--- src/rtl/free_list_pkg.sv ---
// Shared rename-stage types: physical register index and the
// retire-to-rename freed-register bundle.
package free_list_pkg;

  localparam int NUM_PREGS = 64;
  localparam int NUM_AREGS = 32;
  localparam int PREG_W    = $clog2(NUM_PREGS);
  localparam int DEPTH     = NUM_PREGS - NUM_AREGS;
  localparam int PTR_W     = $clog2(DEPTH);
  localparam int CNT_W     = $clog2(DEPTH + 1);

  typedef logic [PREG_W-1:0] pregIdx_t;

  typedef struct packed {
    logic     valid1;
    pregIdx_t reg1;
    logic     valid2;
    pregIdx_t reg2;
  } freeRegStruct;

endpackage

--- src/rtl/free_list.sv ---
// Physical-register free list: circular FIFO of free register indices,
// two all-or-nothing allocations and two reclaims per cycle.
module free_list
  import free_list_pkg::*;
(
  input  logic               clk,
  input  logic               reset,
  input  freeRegStruct       free_in,
  input  logic               alloc_req1,
  input  logic               alloc_req2,
  output logic               alloc_gnt,
  output pregIdx_t           alloc_reg1,
  output pregIdx_t           alloc_reg2,
  output logic [CNT_W-1:0]   free_count,
  output logic               overflow_err
);

  // The list is a power-of-two ring so pointers wrap for free.
  initial begin
    assert (DEPTH == (1 << PTR_W))
      else $fatal(1, "free list depth must be a power of two");
  end

  pregIdx_t         entry [DEPTH];
  logic [PTR_W-1:0] head;
  logic [PTR_W-1:0] tail;
  logic [PTR_W-1:0] headP1;
  logic [PTR_W-1:0] tailP1;
  logic [CNT_W-1:0] count;
  logic [CNT_W-1:0] cntAfterAlloc;
  logic [CNT_W-1:0] room;
  logic [1:0]       nReq;
  logic [1:0]       nAlloc;
  logic [1:0]       nFree;
  logic             want1;
  logic             want2;
  logic             acc1;
  logic             acc2;
  logic             drop;
  pregIdx_t         wrA;

  // Allocation: grant only if every asserted request fits; compact
  // requests so slot 2 alone takes the head entry.
  always_comb begin
    nReq       = {1'b0, alloc_req1} + {1'b0, alloc_req2};
    alloc_gnt  = (count >= CNT_W'(nReq));
    nAlloc     = alloc_gnt ? nReq : 2'd0;
    headP1     = head + PTR_W'(1);
    alloc_reg1 = entry[head];
    alloc_reg2 = alloc_req1 ? entry[headP1] : entry[head];
  end

  // Reclaim: p0 is never freed; frees beyond the post-alloc room are
  // discarded (reg1 has priority) and flagged.
  always_comb begin
    want1 = free_in.valid1 && (free_in.reg1 != '0);
    want2 = free_in.valid2 && (free_in.reg2 != '0);
    cntAfterAlloc = count - CNT_W'(nAlloc);
    room = CNT_W'(DEPTH) - cntAfterAlloc;
    acc1 = want1 && (room != '0);
    if (acc1)
      acc2 = want2 && (room >= CNT_W'(2));
    else
      acc2 = want2 && !want1 && (room != '0);
    nFree  = {1'b0, acc1} + {1'b0, acc2};
    drop   = (want1 && !acc1) || (want2 && !acc2);
    wrA    = acc1 ? free_in.reg1 : free_in.reg2;
    tailP1 = tail + PTR_W'(1);
  end

  // Pointer, occupancy and sticky overflow state.
  always_ff @(posedge clk or posedge reset) begin
    if (reset) begin
      head         <= '0;
      tail         <= '0;
      count        <= CNT_W'(DEPTH);
      overflow_err <= 1'b0;
    end else begin
      head         <= head + PTR_W'(nAlloc);
      tail         <= tail + PTR_W'(nFree);
      count        <= cntAfterAlloc + CNT_W'(nFree);
      overflow_err <= overflow_err | drop;
    end
  end

  // Ring storage; reset seeds it with every non-architectural register.
  always_ff @(posedge clk or posedge reset) begin
    if (reset) begin
      for (int i = 0; i < DEPTH; i++)
        entry[i] <= pregIdx_t'(NUM_AREGS + i);
    end else begin
      if (acc1 || acc2)
        entry[tail] <= wrA;
      if (acc1 && acc2)
        entry[tailP1] <= free_in.reg2;
    end
  end

  assign free_count = count;

endmodule
--- config.mk ---
export PLATFORM = sky130hd
export DESIGN_NAME = free_list
export DESIGN_NICKNAME = d
export VERILOG_FILES = /design/src/rtl/free_list_pkg.sv /design/src/rtl/free_list.sv
export SDC_FILE = /design/constraint.sdc
export NUM_CORES = 1
export LEC_CHECK = 0
export ABC_AREA = 1
export ABC_CLOCK_PERIOD_IN_PS = 7200
export CAP_MARGIN = 10
export CORE_ASPECT_RATIO = 0.5
export CORE_MARGIN = 2
export CORE_UTILIZATION = 55
export DETAILED_ROUTE_END_ITERATION = 16
export PLACE_DENSITY = 0.75
export SLEW_MARGIN = 15
export SYNTH_ARGS = -nofsm -noshare
export SYNTH_HDL_FRONTEND = slang
export SYNTH_SLANG_ARGS = --single-unit
--- constraint.sdc ---
create_clock -name clk -period 7.2 [get_ports clk]
set_input_delay 1.44 -clock clk [delete_from_list [all_inputs] [get_ports clk]]
set_output_delay 1.44 -clock clk [all_outputs]
set_load 0.02 [all_outputs]
==> results_dict.tcl <==
set metrics [dict create \
    cts_tree "built" \
    clock_latency_ns 0.55 \
    ir_worst_vdd_mv 0.436 \
    cp.required_ns 7.63 \
    fin_tns_setup_ns 0 \
    crit_fanout 17 \
    cp-startpoint "alloc_req1" \
    clkPwrFrac_pct 13.4 \
    slew_violations 0 \
    synth.avg_cell_area_sq_um 6.28 \
    endpoint "entry[32]" \
    crit_type "in -> reg" \
    r2r-start "free_count[0]" \
    routed_wl_mm 59.1 \
    p_seq_share_pct 26.6 \
    row_count 43 \
    drtIter0Drc 2566 \
    ys.flop_type "dfstp_2" \
    p_per_area_nw_per_um2 547 \
    skew_ns 0.0144 \
    post-cts-setup-buffers 0 \
    synth_cells 2469 \
    synth_edf_count 0 \
    reg2reg_setup_slack_ns 2.19 \
    path_cells "clkdlybuf4s50_1 > ha_1 > ha_1 > o21ai_0 > and3_1 > nor2_1 > ha_1 > fa_1 > ha_1 > nand3_1 > nor2_1 > nand2_1 > nand2_1 > nand4_4 > nand2_2 > inv_1 > ha_1 > inv_1 > nor2_1 > inv_1 > nor2_1 > inv_1 > nand3_1 > nand2_1" \
    outcome "completed" \
    slowest_stage "nor2_1" \
    worst_setup_path_end_kind "register" \
    fin_nets 2458 \
    start_util_pct 55.9 \
    drive_gt1_share_pct 9.11 \
    max_freq_ghz 0.161 \
    yosysSeqAreaShare_pct 34.7 \
    htreeDepth 1 \
    core_area_sq_um 27700 \
    antenna_left 0 \
    post-route-min-period_ns 6.22 \
    max_stage_delay_ns 0.56 \
    antennaDiodeCount 0 \
    setup_viol 0 \
    synth-seq-cells 209 \
    p_switching_mw 4.75 \
    clockRootBuffer "clkbuf_16" \
    rsz0062_at_grt "false" \
    remaining_drc_errors 0 \
    postLayoutCoreUtil_pct 60.3 \
    cts_buffers 22 \
    ys_types 38 \
    dieHeight_microns 123 \
    cts_max_path_buffers 3 \
    wl_per_cell_microns 21.0 \
    synth_nets 2506 \
    grt_pass1_wl_mm 87.7 \
    layout_commonest_cell "nand2_1" \
    fin_crit_sh_pct 86.4 \
    pin_count 38 \
    grt_overflow 0 \
    dieArea_sq_um 29600 \
    gp_congestion 1.02 \
    leakage_nw 8.16 \
    cts.hold.buffers_added 0 \
    reg2reg_depth 23 \
    track_usage_pct 39.8 \
    worst_path_most_repeated_cell "ha_1" \
    comb_power_share_pct 60.0 \
    portBuffers 37 \
    antenna_found_initial 0 \
    finalHoldViolations 0 \
    hp-class "reg -> reg" \
    dp_hpwl_mm 38.0 \
    grt_max_degree 112 \
    syn_to_final_growth_pct 7.86 \
    arrival_ns 6.65 \
    first_global_vias 14500 \
    p_int_mw 4.39 \
    drt_first_pass_iters 7 \
    syn_area_sq_um 15500 \
    vias_per_cell 5.99 \
    num-fill-cells 2636 \
    startpoint_type "primary input" \
    layout_common_cells "nand2_1 (744), nor2_1 (342), inv_1 (242)" \
    clock-sinks 209 \
    ys_warn_count 0 \
    cts_resized 0 \
    async_flop_share_pct 100 \
    die-width_microns 241 \
    rr_endpoint "entry[32]" \
    tightest_slew_ns 1.21 \
    maxSlewHeadroom_pct 18.7 \
    path_clk_slew_ns 0.07 \
    max-cap-violations 0 \
    swShare_pct 52.0 \
    vias 16900 \
]
cell usage after synthesis (2+ instances only):
master | n | area share (%)
a21oi_1 | 140 | 4.5
o211ai_1 | 50 | 2.4
inv_2 | 3 | 0.073
o21ai_1 | 26 | 0.84
buf_1 | 5 | 0.12
buf_6 | 8 | 0.58
clkbuf_1 | 107 | 2.6
buf_4 | 5 | 0.24
ha_1 | 15 | 1.2
nand2_1 | 744 | 18
o211ai_2 | 16 | 1.3
fa_1 | 4 | 0.52
o21ai_0 | 216 | 7.0
buf_2 | 11 | 0.36
nand4_1 | 18 | 0.73
nand3_1 | 239 | 7.7
o22ai_1 | 6 | 0.24
nor2_1 | 342 | 8.3
nor3_1 | 2 | 0.065
clkinv_1 | 14 | 0.34
a31oi_1 | 2 | 0.081
inv_1 | 245 | 5.9
nand2_2 | 14 | 0.57
dfstp_2 | 113 | 19
dfrtp_1 | 96 | 16
xor2_1 | 11 | 0.62
and3_1 | 2 | 0.081
xnor2_1 | 3 | 0.17
nor2_2 | 3 | 0.12
state kept, by name, summed over array words and instances, names as in the netlist:
register	cells
overflow_err	1
free_count	6
tail	5
head	5
entry	192
per-layer routing:
metal	share of wire, %	vias to the layer above	GRT usage [%]
li1	-	7834	-
met3	15	188	10.8
met1	41	7663	57.5
met5	0	-	2.02
met2	40	1190	56.4
met4	4.4	0	14.5
through the flow:
| stage | hold WS [ns] | power (mW) | setup slack (ns) | area (sq um) | cells |
|---|---|---|---|---|---|
| after floorplan | 0.499 | 5.95 | 0.238 | 15500 | 2469 |
| after global placement | 0.517 | 7.57 | 0.664 | 16000 | 2779 |
| after detailed placement | 0.506 | 7.65 | 0.547 | 16000 | 2779 |
| after CTS | 0.527 | 8.89 | 1.10 | 16700 | 2818 |
| after global routing | 0.556 | 9.68 | 0.533 | 16700 | 2818 |
| final | 0.536 | 9.14 | 0.978 | 16700 | 2818 |
critical path, delay by kind of cell:
| family | cells | cell delay [ns] |
|---|---|---|
| AO/OA/AOI/OAI | 1 | 0.14 |
| buffers and inverters | 5 | 1.20 |
| AND/OR/NAND/NOR | 12 | 2.12 |
| adder cells (fa/ha/maj) | 6 | 1.74 |
worst min-delay path by stage:
| stage | from | to | slack, ns | depth (start not counted) |
|---|---|---|---|---|
| 2_1_floorplan | head[3] | head[3] | 0.50 | 1 |
| 3_3_place_gp | overflow_err | overflow_err | 0.52 | 2 |
| 3_5_place_dp | overflow_err | overflow_err | 0.51 | 2 |
| 4_1_cts | overflow_err | overflow_err | 0.53 | 2 |
| 5_1_grt | overflow_err | overflow_err | 0.56 | 2 |
| 6_report | overflow_err | overflow_err | 0.54 | 2 |
cell families after synthesis:
family          share of synthesized area [%]
simple gates                             36.0
compound gates                           16.5
buf+inv                                  10.3
flops                                    34.7
fa+ha+maj                                1.73
xor+xnor                                0.896
power by group through the flow:
stage / Clock (mW) / Sequential (mW) / Combinational [mW]
2_1_floorplan: 0 / 2.25 / 3.71
3_3_place_gp: 0 / 2.40 / 5.17
3_5_place_dp: 0 / 2.41 / 5.23
4_1_cts: 1.22 / 2.40 / 5.27
5_1_grt: 1.26 / 2.49 / 5.93
6_report: 1.23 / 2.43 / 5.48
area by class of cell:
cell class	instances	area, sq um	area share [%]
Clock buffer	32	649	3.88
Clock inverter	7	88.8	0.531
Inverter	262	993	5.94
Multi-Input combinational cell	1861	8540	51.1
Sequential cell	209	5380	32.2
Tap cell	382	478	2.86
Timing Repair Buffer	65	593	3.55
Note: power is estimated with default switching activity, not from simulation.
